==> src/rtl/sum_block_accumulator.sv <==
// rtl/sum_block_accumulator.sv - accumulates N_SUMS serial-adder sums into a handshaked block total
// Optional per-block maximum-sum output acc_max is enabled by defining SUM_MAX_TRACK_EN.
module sum_block_accumulator #(
    parameter int SUM_W  = 5,
    parameter int N_SUMS = 4,
    parameter int ACC_W  = 8,
    parameter int CNT_W  = 3
) (
    input  logic             clock,
    input  logic             Reset,
    input  logic             Clear,
    input  logic             Done,
    input  logic [SUM_W-1:0] sum,
    output logic [ACC_W-1:0] acc_total,
    output logic             acc_valid,
    input  logic             acc_ready,
    output logic [CNT_W-1:0] count,
    output logic             wrap,
    output logic             overrun
`ifdef SUM_MAX_TRACK_EN
    ,
    output logic [SUM_W-1:0] acc_max
`endif
);

    typedef enum logic {ACCUM = 1'b0, HOLD = 1'b1} state_t;

    localparam logic [CNT_W-1:0] LAST_CNT = CNT_W'(N_SUMS - 1);

    state_t           state_q, state_d;
    logic [ACC_W-1:0] acc_total_q, acc_total_d;
    logic [CNT_W-1:0] count_q, count_d;
    logic             wrap_q, wrap_d;
    logic             overrun_q, overrun_d;
    logic [ACC_W:0]   sum_ext;
    logic [ACC_W:0]   sum_x;
`ifdef SUM_MAX_TRACK_EN
    logic [SUM_W-1:0] acc_max_q, acc_max_d;
`endif

    // One spare bit above the accumulator catches the carry that sets wrap.
    assign sum_ext = (ACC_W+1)'(sum);
    assign sum_x   = {1'b0, acc_total_q} + sum_ext;

    always_comb begin
        state_d     = state_q;
        acc_total_d = acc_total_q;
        count_d     = count_q;
        wrap_d      = wrap_q;
        overrun_d   = overrun_q;
`ifdef SUM_MAX_TRACK_EN
        acc_max_d   = acc_max_q;
`endif
        if (Clear) begin
            state_d     = ACCUM;
            acc_total_d = '0;
            count_d     = '0;
            wrap_d      = 1'b0;
            overrun_d   = 1'b0;
`ifdef SUM_MAX_TRACK_EN
            acc_max_d   = '0;
`endif
        end else begin
            case (state_q)
                ACCUM: begin
                    if (Done) begin
                        acc_total_d = sum_x[ACC_W-1:0];
                        wrap_d      = wrap_q | sum_x[ACC_W];
                        count_d     = count_q + CNT_W'(1);
`ifdef SUM_MAX_TRACK_EN
                        if (sum > acc_max_q) acc_max_d = sum;
`endif
                        if (count_q == LAST_CNT) state_d = HOLD;
                    end
                end
                HOLD: begin
                    if (acc_ready) begin
                        // A Done on the accepting edge becomes the first sum of the next block.
                        if (Done) begin
                            acc_total_d = sum_ext[ACC_W-1:0];
                            count_d     = CNT_W'(1);
                            wrap_d      = 1'b0;
                            state_d     = (N_SUMS == 1) ? HOLD : ACCUM;
`ifdef SUM_MAX_TRACK_EN
                            acc_max_d   = sum;
`endif
                        end else begin
                            acc_total_d = '0;
                            count_d     = '0;
                            wrap_d      = 1'b0;
                            state_d     = ACCUM;
`ifdef SUM_MAX_TRACK_EN
                            acc_max_d   = '0;
`endif
                        end
                    end else if (Done) begin
                        overrun_d = 1'b1;
                    end
                end
                default: state_d = ACCUM;
            endcase
        end
    end

    always_ff @(posedge clock or negedge Reset) begin
        if (!Reset) begin
            state_q     <= ACCUM;
            acc_total_q <= '0;
            count_q     <= '0;
            wrap_q      <= 1'b0;
            overrun_q   <= 1'b0;
`ifdef SUM_MAX_TRACK_EN
            acc_max_q   <= '0;
`endif
        end else begin
            state_q     <= state_d;
            acc_total_q <= acc_total_d;
            count_q     <= count_d;
            wrap_q      <= wrap_d;
            overrun_q   <= overrun_d;
`ifdef SUM_MAX_TRACK_EN
            acc_max_q   <= acc_max_d;
`endif
        end
    end

    assign acc_total = acc_total_q;
    assign acc_valid = (state_q == HOLD);
    assign count     = count_q;
    assign wrap      = wrap_q;
    assign overrun   = overrun_q;
`ifdef SUM_MAX_TRACK_EN
    assign acc_max   = acc_max_q;
`endif

endmodule

==> config.mk <==
export PLATFORM = sky130hd
export DESIGN_NAME = sum_block_accumulator
export DESIGN_NICKNAME = d
export VERILOG_FILES = /design/src/rtl/sum_block_accumulator.sv
export SDC_FILE = /design/constraint.sdc
export NUM_CORES = 1
export LEC_CHECK = 0
export ABC_CLOCK_PERIOD_IN_PS = 1750
export BUFFER_PORTS_ARGS = -buffer_cell sky130_fd_sc_hd__buf_2
export CAP_MARGIN = 25
export CORE_ASPECT_RATIO = 0.75
export CORE_UTILIZATION = 46
export DETAILED_ROUTE_END_ITERATION = 7
export GPL_ROUTABILITY_DRIVEN = 1
export PLACE_DENSITY = 0.7
export SLEW_MARGIN = 20
export SYNTH_ARGS = -nofsm -noshare
export SYNTH_HDL_FRONTEND = slang
export SYNTH_SLANG_ARGS = --single-unit
==> constraint.sdc <==
create_clock -name clock -period 1.75 [get_ports clock]
set_clock_uncertainty 0.05 [all_clocks]
set_input_delay 0 -clock clock [delete_from_list [all_inputs] [get_ports clock]]
set_output_delay 0 -clock clock [all_outputs]
set_load 0.02 [all_outputs]
Yosys cells after proc, flatten, opt, wreduce, memory -nomap -nowiden
Index checks and enable logic that the tools add are counted.

Logic and storage cells: 40. Register bits after elaboration: 14.

Reduce and logical (&&, ||, !) cells: 4. Muxes and demuxes: 23. Bitwise logic cells: 2. Eq/ne operators: 4. $add $sub $neg: 2.

Operators by type and width (count): 8-bit two-way mux (3); 8-bit case mux with 2 select lines (1); 1-bit two-way mux (12); 8-bit by 5-bit adder with 9-bit output (1); 3-bit two-way mux (3); 3-bit inequality test, second input constant (2); 3-bit case mux with 2 select lines (1); 5-bit two-way mux (1); 1-bit case mux with 2 select lines (2); 2-bit nonzero test (2); 3-bit by 1-bit adder with 3-bit output, second input constant (1); 3-bit by 2-bit equality test with 1-bit output, second input constant (1); 3-bit AND reduction (1); 2-bit inequality test, second input constant (1); 2-bit AND reduction (1); 1-bit NOT (1); 1-bit OR (1).

Longest topological paths before layout
Gate-level depths: netlist (run 1).

Depth in word-level cells: 5. Depth in mapped cells: 6. Mapped depth without buffers: 6.

Worst setup path before layout (run 1)
No wires, ideal clock.

Path kind: register to register. Start: register acc_total_q[0], in the netlist acc_total[0]. End: register acc_total_q[6], in the netlist acc_total[6]. Arrival: 1805 ps. Setup time: 126 ps. Cell stages (with the launch flop): 7. Clock period less this slack: 1981 ps. Data required time: 1574 ps. Setup slack: -231 ps. Cell sequence: dfrtp_1 > ha_1 > fa_1 > a21o_1 > a311oi_1 > or3_1 > a21oi_1.

Word-level cells in the longest chain between the ends: 4.

RTL lines: start: declaration (line 31) `logic [ACC_W-1:0] acc_total_q, acc_total_d;`; start signal: assignment (line 117) `acc_total_q <= acc_total_d;`; 8-bit by 5-bit adder with 9-bit output (line 43) `assign sum_x = {1'b0, acc_total_q} + sum_ext;`; 8-bit two-way mux (line 66) `if (Done) begin`; 8-bit case mux with 2 select lines (line 64) `case (state_q)`; 8-bit two-way mux (line 54) `if (Clear) begin`.

No other way between the ends. The select of a mux whose other input is x is not followed. A chain may end at the register's enable or synchronous reset.

Worst setup path in the final report (run 1)
Same ends and word-level chain as after synthesis.

==> flow_results.xml, run 1 <==
<?xml version="1.0" encoding="UTF-8"?>
<metrics>
  <group name="run_status">
    <metric name="result_of_the_run" unit="">complete, but fails checks</metric>
    <metric name="violations_in_the_final_reports" unit="">negative setup slack</metric>
  </group>
  <group name="power_and_ir_drop">
    <metric name="ir_worst_vdd" unit="uV">697</metric>
    <metric name="power_density" unit="nW/um^2">770</metric>
    <metric name="total_power" unit="uW">947</metric>
    <metric name="leakage_power_figure" unit="uW">0.000573</metric>
  </group>
  <group name="sta">
    <metric name="max_slew_margin" unit="">0.723</metric>
    <metric name="hold_fails_final_rpt" unit="">0</metric>
    <metric name="setup-violations-final" unit="">2</metric>
    <metric name="post-route-period-util" unit="">1.05</metric>
    <metric name="timing_worst_slew_pin_value" unit="ps">416</metric>
    <metric name="postLayoutSetupSlackWorst" unit="ps">-96.0</metric>
    <metric name="layout_min_cycle_time" unit="ps">1850</metric>
    <metric name="timing.final.max_slew_violations" unit="">0</metric>
    <metric name="clock.fmax" unit="MHz">542</metric>
    <metric name="setup_repair_after_global_routing_missed_its_margin" unit="">true</metric>
    <metric name="hold-worst-slack" unit="ps">7.83</metric>
  </group>
  <group name="placed_design">
    <metric name="placedCellCount" unit="">145</metric>
    <metric name="pre_cts_ws" unit="ps">-47.4</metric>
    <metric name="port_buffers" unit="">23</metric>
    <metric name="hpwl" unit="mm">1.72</metric>
    <metric name="gpl.final_weighted_congestion" unit="">0.803</metric>
  </group>
  <group name="synth">
    <metric name="synth.lib_cells_used.distinct" unit="">35</metric>
    <metric name="synthDominantCellAreaShare" unit="">0.364</metric>
    <metric name="postSynthRegisterBits" unit="">14</metric>
    <metric name="mappedNetlistArea" unit="um^2">963</metric>
    <metric name="synth_fp_nets" unit="">119</metric>
    <metric name="post-synth-top-area-cell" unit="">sky130_fd_sc_hd__dfrtp_1</metric>
    <metric name="synth_edf_count" unit="">0</metric>
    <metric name="synthArstFlopShare" unit="">1.00</metric>
    <metric name="synthTopCellsByArea" unit="">sky130_fd_sc_hd__dfrtp_1 (36%), sky130_fd_sc_hd__ha_1 (9.1%), sky130_fd_sc_hd__a21oi_1 (5.2%)</metric>
    <metric name="synth.most_common_cell" unit="">sky130_fd_sc_hd__dfrtp_1</metric>
    <metric name="synth_flop_cell" unit="">sky130_fd_sc_hd__dfrtp_1</metric>
    <metric name="leading_cell_types_by_count_after_synthesis" unit="">sky130_fd_sc_hd__dfrtp_1 (14), sky130_fd_sc_hd__a21oi_1 (10), sky130_fd_sc_hd__nand2_1 (9), sky130_fd_sc_hd__o21ai_0 (8)</metric>
    <metric name="synth_sequential_area_ratio" unit="">0.364</metric>
    <metric name="avgSynthCellArea" unit="um^2">9.54</metric>
    <metric name="netlist_instances" unit="">101</metric>
    <metric name="ys_warn_count" unit="">0</metric>
  </group>
  <group name="drt">
    <metric name="route.vias.total" unit="">892</metric>
    <metric name="post_drt_wl_per_cell" unit="um">15.2</metric>
    <metric name="route.antenna.remaining_nets" unit="">0</metric>
    <metric name="drt_drc_violations_left" unit="">0</metric>
    <metric name="detailed_routing_iterations_pass_1" unit="">4</metric>
    <metric name="detail_route.wirelength" unit="mm">2.36</metric>
    <metric name="routed_via_density" unit="">5.72</metric>
    <metric name="detailedRoute.firstIterationViolations" unit="">10</metric>
  </group>
  <group name="finish">
    <metric name="filler_cells_inserted" unit="">159</metric>
    <metric name="layout.nets" unit="">153</metric>
    <metric name="synthToLayoutAreaGrowth" unit="%">27.8</metric>
    <metric name="layout-drive-gt1-share" unit="">0.336</metric>
    <metric name="antenna_cells_inserted" unit="">0</metric>
    <metric name="postLayoutCoreUtil" unit="">0.664</metric>
    <metric name="instances_no_fill" unit="">156</metric>
  </group>
  <group name="clock_tree">
    <metric name="cts_root_buf" unit="">sky130_fd_sc_hd__clkbuf_4</metric>
    <metric name="worst_setup_hold_path_clk_slew" unit="ps">100</metric>
    <metric name="cts_buffers" unit="">3</metric>
    <metric name="clk-insertion-delay-late" unit="ps">290</metric>
    <metric name="tritoncts" unit="">yes</metric>
    <metric name="cts.path.max_buffers" unit="">2</metric>
    <metric name="number_of_h_tree_levels" unit="">1</metric>
    <metric name="cts_sinks" unit="">14</metric>
  </group>
  <group name="global_route">
    <metric name="initial_antenna_violation_count" unit="">0</metric>
    <metric name="maximum_number_of_pins_on_one_net_before_global_route_repair" unit="">15</metric>
    <metric name="grt_remaining_overflow" unit="">0</metric>
    <metric name="track_usage" unit="">0.237</metric>
    <metric name="number_of_global_route_vias_before_repair" unit="">833</metric>
    <metric name="grt_first_pass_wirelength" unit="mm">3.83</metric>
  </group>
  <group name="run">
    <metric name="maxCapViolCount" unit="">0</metric>
  </group>
  <group name="floorplanning">
    <metric name="design.die.area" unit="um^2">2280</metric>
    <metric name="design.core.area" unit="um^2">1850</metric>
    <metric name="die_y" unit="um">41.6</metric>
    <metric name="starting_utilization_of_the_core_area" unit="">0.520</metric>
    <metric name="die-width" unit="um">54.8</metric>
    <metric name="io_pins" unit="">24</metric>
    <metric name="cell_row_count" unit="">13</metric>
  </group>
  <group name="worst_setup_path">
    <metric name="cpLargestDelayFamily" unit="">compound AO/OA/AOI/OAI gates</metric>
    <metric name="critical_path.max_fanout" unit="">3</metric>
    <metric name="slowest_delay" unit="ps">440</metric>
    <metric name="critical_path.slowest_cell" unit="">sky130_fd_sc_hd__dfrtp_2</metric>
    <metric name="critPathRequiredTime" unit="ps">1880</metric>
    <metric name="critical_path.endpoint_type" unit="">flop</metric>
    <metric name="timing.critical_path.arrival" unit="ps">1980</metric>
    <metric name="cp.buffers_inverters" unit="">0</metric>
    <metric name="critPathLaunchType" unit="">flop</metric>
    <metric name="crit_type" unit="">flop to flop</metric>
    <metric name="cell_breakdown_of_the_critical_path" unit="">ha_4 &gt; fa_2 &gt; a21o_1 &gt; a311oi_2 &gt; or3_1 &gt; a21oi_1</metric>
  </group>
  <group name="min_path">
    <metric name="holdCritPathClass" unit="">primary input to flop</metric>
  </group>
</metrics>
-- state kept, by name, indices dropped and copies added (netlist names) --
| name | cells |
|---|---|
| acc_total | 8 |
| count | 3 |
| acc_valid | 1 |
| overrun | 1 |
| wrap | 1 |
-- where the power goes --
part	leakage, uW	switching (uW)	internal, uW
logic	0.000366	174	146
registers	0.000186	27.1	348
clock network	0.0000210	125	127
-- placed cells by master (no fill, tap or decap), types with 2 or more instances in the layout --
cell	Yosys	layout
sky130_fd_sc_hd__a22oi_1	3	3
sky130_fd_sc_hd__clkbuf_4	0	3
sky130_fd_sc_hd__ha_1	7	4
sky130_fd_sc_hd__o211ai_1	2	2
sky130_fd_sc_hd__mux2i_1	2	2
sky130_fd_sc_hd__dlygate4sd3_1	0	5
sky130_fd_sc_hd__dfrtp_2	0	2
sky130_fd_sc_hd__dfrtp_1	14	12
sky130_fd_sc_hd__nand2b_1	4	4
sky130_fd_sc_hd__nand3_1	4	4
sky130_fd_sc_hd__nand2_1	9	9
sky130_fd_sc_hd__o31ai_1	2	2
sky130_fd_sc_hd__buf_4	0	7
sky130_fd_sc_hd__buf_2	1	23
sky130_fd_sc_hd__nor2_1	7	7
sky130_fd_sc_hd__a21oi_1	10	10
sky130_fd_sc_hd__ha_4	0	2
sky130_fd_sc_hd__inv_1	3	3
sky130_fd_sc_hd__o21ai_0	8	7
sky130_fd_sc_hd__a21o_1	2	2
-- cell families after synthesis --
logic type               count (synthesis)  share of synthesized area
AND/OR/NAND/NOR                         30                      0.156
multiplexers                             2                     0.0208
AO/OA/AOI/OAI                           37                      0.261
adder cells (fa/ha/maj)                  8                      0.112
buffers and inverters                    9                     0.0779
flip-flops                              14                      0.364
XOR/XNOR                                 1                    0.00909
-- final cells by class --
cell class	count	area, um^2	area share
clock buffer	4	36.3	0.0295
inverter	3	11.3	0.00915
multi-input combinational	78	586	0.476
sequential	14	353	0.287
tap	22	27.5	0.0224
timing repair buffer	35	218	0.177
-- metal layers --
layer | global-route usage | vias up | share of wire
met1 | 0.314 | 421 | 0.48
met5 | 0 | - | 0
met2 | 0.357 | 24 | 0.47
met4 | 0.0667 | 0 | 0.0097
li1 | - | 443 | -
met3 | 0.0842 | 4 | 0.043
-- metrics by stage --
stage                     TNS (ps)  instance area, um^2
after global placement           0                 1100
final                         -175                 1230
after global routing          -314                 1230
after detailed placement     -47.4                 1100
after CTS                    -67.9                 1190
after floorplan              -34.2                  986
-- what timing repair did --
item,CTS,global route
gates resized for setup,0,5
pin swaps,0,4
hold endpoints to repair,21,0
hold buffers,5,0
endpoints found under the setup margin,1,5
buffers inserted,0,2
-- tightest hold or removal path, cell delays in order --
cell                      delay (ps)
sky130_fd_sc_hd__buf_2           160
sky130_fd_sc_hd__nand2_1         100
sky130_fd_sc_hd__o31ai_1          70
-- worst paths after layout --
kind / end / slack (ps) / cells past startpoint / start
worst max-delay path: acc_total[6] / -100 / 6 / acc_total[0]
worst min-delay path: overrun / 8 / 3 / Done
worst max register to register: acc_total[6] / -100 / 6 / acc_total[0]
worst min register to register: wrap / 430 / 2 / wrap
max in group asynchronous: acc_total[1] / 1320 / 2 / Reset
min in group asynchronous: acc_total[2] / 70 / 2 / Reset
Note: power is estimated with default switching activity, not from simulation.
==> run 2: changes to the inputs <==
CORE_ASPECT_RATIO = 1.4   (was 0.75)
SETUP_SLACK_MARGIN = 0.5   (was default)
==> run 2 against run 1 <==
The flow still finishes with violations (negative setup slack). Routed wire length down 2.8%. Critical path depth unchanged. Power up 1.5%. Via count up 2.0%. Core utilization up 2.5 points. Maximum frequency up 5.1%. Clock-buffer cell count unchanged. Setup slack better by 90 ps. Largest cell class unchanged. Highest routed layer unchanged.
==> flow_results.xml, run 2 (same netlist as run 1, synthesis figures left out) <==
<?xml version="1.0" encoding="UTF-8"?>
<metrics>
  <group name="placed_design">
    <metric name="port_buffers" unit="">23</metric>
    <metric name="gpl.final_weighted_congestion" unit="">0.858</metric>
    <metric name="hpwl" unit="mm">1.58</metric>
  </group>
  <group name="sta">
    <metric name="setup_repair_after_global_routing_missed_its_margin" unit="">true</metric>
    <metric name="timing_worst_slew_pin_value" unit="ps">339</metric>
    <metric name="layout_min_cycle_time" unit="ps">1760</metric>
    <metric name="postLayoutSetupSlackWorst" unit="ps">-6.41</metric>
    <metric name="hold_fails_final_rpt" unit="">0</metric>
    <metric name="post-route-period-util" unit="">1.00</metric>
    <metric name="max_slew_margin" unit="">0.774</metric>
    <metric name="timing.final.max_slew_violations" unit="">0</metric>
    <metric name="tns" unit="ps">-6.41</metric>
    <metric name="clock.fmax" unit="MHz">569</metric>
    <metric name="setup-violations-final" unit="">1</metric>
  </group>
  <group name="drt">
    <metric name="post_drt_wl_per_cell" unit="um">14.3</metric>
    <metric name="detailedRoute.firstIterationViolations" unit="">14</metric>
    <metric name="route.vias.total" unit="">910</metric>
    <metric name="detail_route.wirelength" unit="mm">2.30</metric>
    <metric name="route.antenna.remaining_nets" unit="">0</metric>
    <metric name="detailed_routing_iterations_pass_1" unit="">4</metric>
    <metric name="routed_via_density" unit="">5.65</metric>
    <metric name="drt_drc_violations_left" unit="">0</metric>
  </group>
  <group name="floorplanning">
    <metric name="die-width" unit="um">40.7</metric>
    <metric name="design.die.area" unit="um^2">2280</metric>
    <metric name="starting_utilization_of_the_core_area" unit="">0.488</metric>
    <metric name="io_pins" unit="">24</metric>
    <metric name="cell_row_count" unit="">19</metric>
    <metric name="design.core.area" unit="um^2">1970</metric>
    <metric name="die_y" unit="um">56.2</metric>
  </group>
  <group name="run">
    <metric name="maxCapViolCount" unit="">0</metric>
  </group>
  <group name="run_status">
    <metric name="result_of_the_run" unit="">complete, but fails checks</metric>
    <metric name="violations_in_the_final_reports" unit="">negative setup slack</metric>
  </group>
  <group name="power_and_ir_drop">
    <metric name="leakage_power_figure" unit="uW">0.000608</metric>
    <metric name="power_density" unit="nW/um^2">707</metric>
    <metric name="ir_worst_vdd" unit="uV">531</metric>
    <metric name="total_power" unit="uW">962</metric>
  </group>
  <group name="worst_setup_path">
    <metric name="critical_path.endpoint_type" unit="">flop</metric>
    <metric name="critical_path.max_fanout" unit="">3</metric>
    <metric name="timing.reg2reg.worst_path_depth" unit="">6</metric>
    <metric name="critPathLaunchType" unit="">flop</metric>
    <metric name="critPathRequiredTime" unit="ps">1880</metric>
    <metric name="timing.critical_path.arrival" unit="ps">1880</metric>
    <metric name="crit_type" unit="">flop to flop</metric>
  </group>
  <group name="clock_tree">
    <metric name="number_of_h_tree_levels" unit="">1</metric>
    <metric name="cts.path.max_buffers" unit="">2</metric>
    <metric name="clk-insertion-delay-late" unit="ps">290</metric>
    <metric name="cts_root_buf" unit="">sky130_fd_sc_hd__clkbuf_4</metric>
    <metric name="cts_buffers" unit="">3</metric>
    <metric name="cts_sinks" unit="">14</metric>
    <metric name="tritoncts" unit="">yes</metric>
    <metric name="worst_setup_hold_path_clk_slew" unit="ps">90</metric>
  </group>
  <group name="finish">
    <metric name="antenna_cells_inserted" unit="">0</metric>
    <metric name="layout-drive-gt1-share" unit="">0.486</metric>
    <metric name="largest_register_ff_count" unit="">8</metric>
    <metric name="synthToLayoutAreaGrowth" unit="%">41.2</metric>
    <metric name="most-common-layout-cells" unit="">sky130_fd_sc_hd__buf_2 (23), sky130_fd_sc_hd__buf_4 (14), sky130_fd_sc_hd__dfrtp_1 (9), sky130_fd_sc_hd__nand2_1 (8)</metric>
    <metric name="layout_commonest_cell" unit="">sky130_fd_sc_hd__buf_2</metric>
    <metric name="layout.nets" unit="">159</metric>
  </group>
  <group name="global_route">
    <metric name="initial_antenna_violation_count" unit="">0</metric>
    <metric name="number_of_global_route_vias_before_repair" unit="">824</metric>
    <metric name="maximum_number_of_pins_on_one_net_before_global_route_repair" unit="">15</metric>
    <metric name="grt_remaining_overflow" unit="">0</metric>
    <metric name="grt_first_pass_wirelength" unit="mm">3.68</metric>
    <metric name="track_usage" unit="">0.235</metric>
  </group>
  <group name="min_path">
    <metric name="hold-path-cell-count" unit="">2</metric>
    <metric name="holdCritPathClass" unit="">primary input to flop</metric>
  </group>
</metrics>
run 2: cell types whose count changed in the layout (fill, tap and decap cells not counted), sizes merged:
cell	before	now
buf	30	38
dlygate4sd3	5	3
run 2: path summary, 6_finish.rpt:
path / from / endpoint / slack (ps)
max: acc_total[0] / acc_total[6] / -6
min: Clear / count[2] / 10
max reg2reg: acc_total[0] / acc_total[6] / -6
min reg2reg: overrun / overrun / 440
max in group asynchronous: Reset / acc_total[4] / 1280
min in group asynchronous: Reset / overrun / 90
run 2: stage by stage:
| step | area (um^2) | hold slack [ps] | worst slack (ps) | cells | util |
|---|---|---|---|---|---|
| 5_1_grt | 1360 | 7.72 | -97.0 | 161 | 0.689 |
| 3_5_place_dp | 1140 | -128 | -35.4 | 143 | 0.578 |
| 3_3_place_gp | 1140 | -133 | -10.0 | 143 | 0.578 |
| 4_1_cts | 1280 | 4.82 | 5.08 | 157 | 0.648 |
| 2_1_floorplan | 1030 | -346 | -33.1 | 101 | - |
| 6_report | 1360 | 10.3 | -6.41 | 161 | 0.689 |
run 2: per-layer routing:
metal / global-route usage / vias to the layer above / share of wire
met4: 0.129 / 0 / 0.030
met5: 0 / - / 0
met2: 0.347 / 22 / 0.46
met1: 0.313 / 429 / 0.48
li1: - / 453 / -
met3: 0.0360 / 6 / 0.024
run 2: worst max-delay path, cell delays in order (launching register included):
cell and delay (ps):
sky130_fd_sc_hd__dfrtp_2 430, sky130_fd_sc_hd__ha_4 160, sky130_fd_sc_hd__fa_2 330, sky130_fd_sc_hd__a21o_1 200, sky130_fd_sc_hd__a311oi_2 260, sky130_fd_sc_hd__or3_1 150
sky130_fd_sc_hd__a21oi_1 50
run 2: cell type report:
class                           instances  area (um^2)
Timing Repair Buffer                   41          262
Tap cell                               21         26.3
Fill cell                             163          613
Clock buffer                            4         36.3
Sequential cell                        14          357
Inverter                                3         11.3
Multi-Input combinational cell         78          668
run 2: where the power goes:
group          internal [uW]  total (uW)  leakage, uW  switching [uW]
clock network            127         239    0.0000210             112
logic                    163         346     0.000405             182
registers                349         377     0.000182            27.8
total                    639         962     0.000608             322
run 2: repair_timing:
item,CTS,global route
setup endpoints to repair,12,11
resized for setup,5,12
pin swaps,12,12
cloned,0,0
hold endpoints to repair,16,0
hold buffers,3,0
buffers inserted,7,4
==> run 3: changes to the inputs <==
SKIP_CTS_REPAIR_TIMING = 1   (was default)
==> run 3 against run 2 <==
The run still ends with negative setup slack left. First-iteration DRC count is 50% lower. Cell count is 1.9% lower. Routed wire length is 2.1% higher. Sequential share of layout area is 0.49 points higher. Core utilization is 1.3 points lower. Die area stayed put. Hold slack better by 10 ps. Combinational power is 3% lower. Critical path depth stayed put. Non-clock buffer count is 4 lower. Highest routed layer unchanged.
==> flow_results.xml, run 3 (same netlist as run 1, synthesis figures left out) <==
<?xml version="1.0" encoding="UTF-8"?>
<metrics>
  <group name="run_status">
    <metric name="result_of_the_run" unit="">complete, but fails checks</metric>
    <metric name="violations_in_the_final_reports" unit="">negative setup slack</metric>
  </group>
  <group name="worst_setup_path">
    <metric name="critPathLaunchType" unit="">flop</metric>
    <metric name="rr_endpoint" unit="">acc_total[6]</metric>
    <metric name="critical_path.max_fanout" unit="">3</metric>
    <metric name="critPathRequiredTime" unit="ps">1880</metric>
    <metric name="timing.reg2reg.worst_path_depth" unit="">6</metric>
    <metric name="timing.critical_path.arrival" unit="ps">1890</metric>
    <metric name="rr_startpoint" unit="">acc_total[0]</metric>
    <metric name="critical_path.endpoint_type" unit="">flop</metric>
    <metric name="timing.reg2reg.setup_slack" unit="ps">-9</metric>
    <metric name="crit_type" unit="">flop to flop</metric>
  </group>
  <group name="floorplanning">
    <metric name="io_pins" unit="">24</metric>
    <metric name="cell_row_count" unit="">19</metric>
    <metric name="die_y" unit="um">56.2</metric>
    <metric name="die-width" unit="um">40.7</metric>
    <metric name="starting_utilization_of_the_core_area" unit="">0.488</metric>
    <metric name="design.die.area" unit="um^2">2280</metric>
    <metric name="design.core.area" unit="um^2">1970</metric>
  </group>
  <group name="finish">
    <metric name="antenna_cells_inserted" unit="">0</metric>
    <metric name="largest_register_ff_count" unit="">8</metric>
    <metric name="instances_no_fill" unit="">158</metric>
    <metric name="layout.nets" unit="">156</metric>
    <metric name="synthToLayoutAreaGrowth" unit="%">38.6</metric>
    <metric name="sequential_cell_area" unit="um^2">357</metric>
    <metric name="multi_input_comb_area" unit="um^2">669</metric>
    <metric name="most-common-layout-cells" unit="">sky130_fd_sc_hd__buf_2 (23), sky130_fd_sc_hd__dfrtp_1 (9), sky130_fd_sc_hd__buf_4 (9), sky130_fd_sc_hd__nand2_1 (8), sky130_fd_sc_hd__a21oi_1 (7)</metric>
    <metric name="layout-drive-gt1-share" unit="">0.467</metric>
    <metric name="layout_commonest_cell" unit="">sky130_fd_sc_hd__buf_2</metric>
    <metric name="filler_cells_inserted" unit="">167</metric>
  </group>
  <group name="drt">
    <metric name="post_drt_wl_per_cell" unit="um">14.8</metric>
    <metric name="detail_route.wirelength" unit="mm">2.35</metric>
    <metric name="drt_drc_violations_left" unit="">0</metric>
    <metric name="detailedRoute.firstIterationViolations" unit="">7</metric>
    <metric name="routed_via_density" unit="">5.84</metric>
    <metric name="detailed_routing_iterations_pass_1" unit="">4</metric>
    <metric name="route.antenna.remaining_nets" unit="">0</metric>
    <metric name="route.vias.total" unit="">923</metric>
  </group>
  <group name="min_path">
    <metric name="hold_path_startpoint" unit="">Clear</metric>
    <metric name="hold-path-cell-count" unit="">2</metric>
    <metric name="holdCritPathClass" unit="">primary input to flop</metric>
    <metric name="min_to" unit="">count[2]</metric>
  </group>
  <group name="clock_tree">
    <metric name="cts_sinks" unit="">14</metric>
    <metric name="tritoncts" unit="">yes</metric>
    <metric name="cts.path.max_buffers" unit="">2</metric>
    <metric name="cts_buffers" unit="">3</metric>
    <metric name="number_of_h_tree_levels" unit="">1</metric>
    <metric name="worst_setup_hold_path_clk_slew" unit="ps">90</metric>
    <metric name="cts_root_buf" unit="">sky130_fd_sc_hd__clkbuf_4</metric>
    <metric name="clk-insertion-delay-late" unit="ps">290</metric>
  </group>
  <group name="sta">
    <metric name="timing_worst_slew_pin_value" unit="ps">333</metric>
    <metric name="setup-violations-final" unit="">1</metric>
    <metric name="setup_repair_after_global_routing_missed_its_margin" unit="">true</metric>
    <metric name="postLayoutSetupSlackWorst" unit="ps">-8.75</metric>
    <metric name="layout_min_cycle_time" unit="ps">1760</metric>
    <metric name="max_slew_margin" unit="">0.778</metric>
    <metric name="timing.final.max_slew_violations" unit="">0</metric>
    <metric name="hold-worst-slack" unit="ps">20.3</metric>
    <metric name="post-route-period-util" unit="">1.00</metric>
    <metric name="clock.fmax" unit="MHz">569</metric>
    <metric name="hold_fails_final_rpt" unit="">0</metric>
  </group>
  <group name="placed_design">
    <metric name="placedCellCount" unit="">143</metric>
    <metric name="gpl.final_weighted_congestion" unit="">0.858</metric>
    <metric name="hpwl" unit="mm">1.58</metric>
    <metric name="port_buffers" unit="">23</metric>
  </group>
  <group name="global_route">
    <metric name="maximum_number_of_pins_on_one_net_before_global_route_repair" unit="">15</metric>
    <metric name="initial_antenna_violation_count" unit="">0</metric>
    <metric name="grt_remaining_overflow" unit="">0</metric>
    <metric name="track_usage" unit="">0.227</metric>
    <metric name="grt_first_pass_wirelength" unit="mm">3.53</metric>
    <metric name="number_of_global_route_vias_before_repair" unit="">807</metric>
  </group>
  <group name="power_and_ir_drop">
    <metric name="power_density" unit="nW/um^2">715</metric>
    <metric name="leakage_power_figure" unit="uW">0.000591</metric>
    <metric name="ir_worst_vdd" unit="uV">507</metric>
  </group>
  <group name="run">
    <metric name="maxCapViolCount" unit="">0</metric>
  </group>
</metrics>
## run 3: worst max-delay path by stage
stage,start,to,slack (ps),cells after the start
global placement,acc_total[0],acc_total[6],-10,6
detailed placement,acc_total[0],acc_total[6],-40,6
global route,acc_total[0],acc_total[6],-100,6
finish,acc_total[0],acc_total[6],-9,6
floorplan,acc_total[0],acc_total[6],-30,6
CTS,acc_total[0],acc_total[6],-40,6
## run 3: final cells by class
| type | instances | area share |
|---|---|---|
| timing repair buffer | 37 | 0.176 |
| sequential | 14 | 0.267 |
| inverter | 3 | 0.00843 |
| tap | 21 | 0.0197 |
| multi-input combinational | 79 | 0.501 |
| clock buffer | 4 | 0.0272 |
## run 3: report_power, final
part | total [uW] | switching (uW) | internal (uW) | leakage, uW
clock | 240 | 113 | 127 | 0.0000210
sequential | 379 | 30.1 | 349 | 0.000182
combinational | 336 | 180 | 156 | 0.000388
total | 955 | 322 | 632 | 0.000591
## run 3: per-layer routing
metal / wire [um] / up-vias / global-route usage
li1: - / 450 / -
met4: 55 / 0 / 0.129
met5: 0 / - / 0
met3: 71 / 4 / 0.0360
met2: 1150 / 23 / 0.331
met1: 1070 / 446 / 0.303
## run 3: worst max-delay path: stages, from the launching register on
cell,delay [ps]
sky130_fd_sc_hd__dfrtp_2,440
sky130_fd_sc_hd__ha_4,170
sky130_fd_sc_hd__fa_2,340
sky130_fd_sc_hd__a21o_1,200
sky130_fd_sc_hd__a311oi_2,250
sky130_fd_sc_hd__or3_1,150
sky130_fd_sc_hd__a21oi_1,50
## run 3: stage by stage
stage	setup TNS [ps]	cell area, um^2	setup WS, ps	total power, uW	utilization
3_5_place_dp	-35.4	1140	-35.4	680	0.578
4_1_cts	-42.7	1180	-42.7	919	0.597
3_3_place_gp	-10.0	1140	-10.0	672	0.578
5_1_grt	-180	1340	-105	1020	0.677
2_1_floorplan	-33.1	1030	-33.1	601	-
6_report	-8.75	1340	-8.75	955	0.677
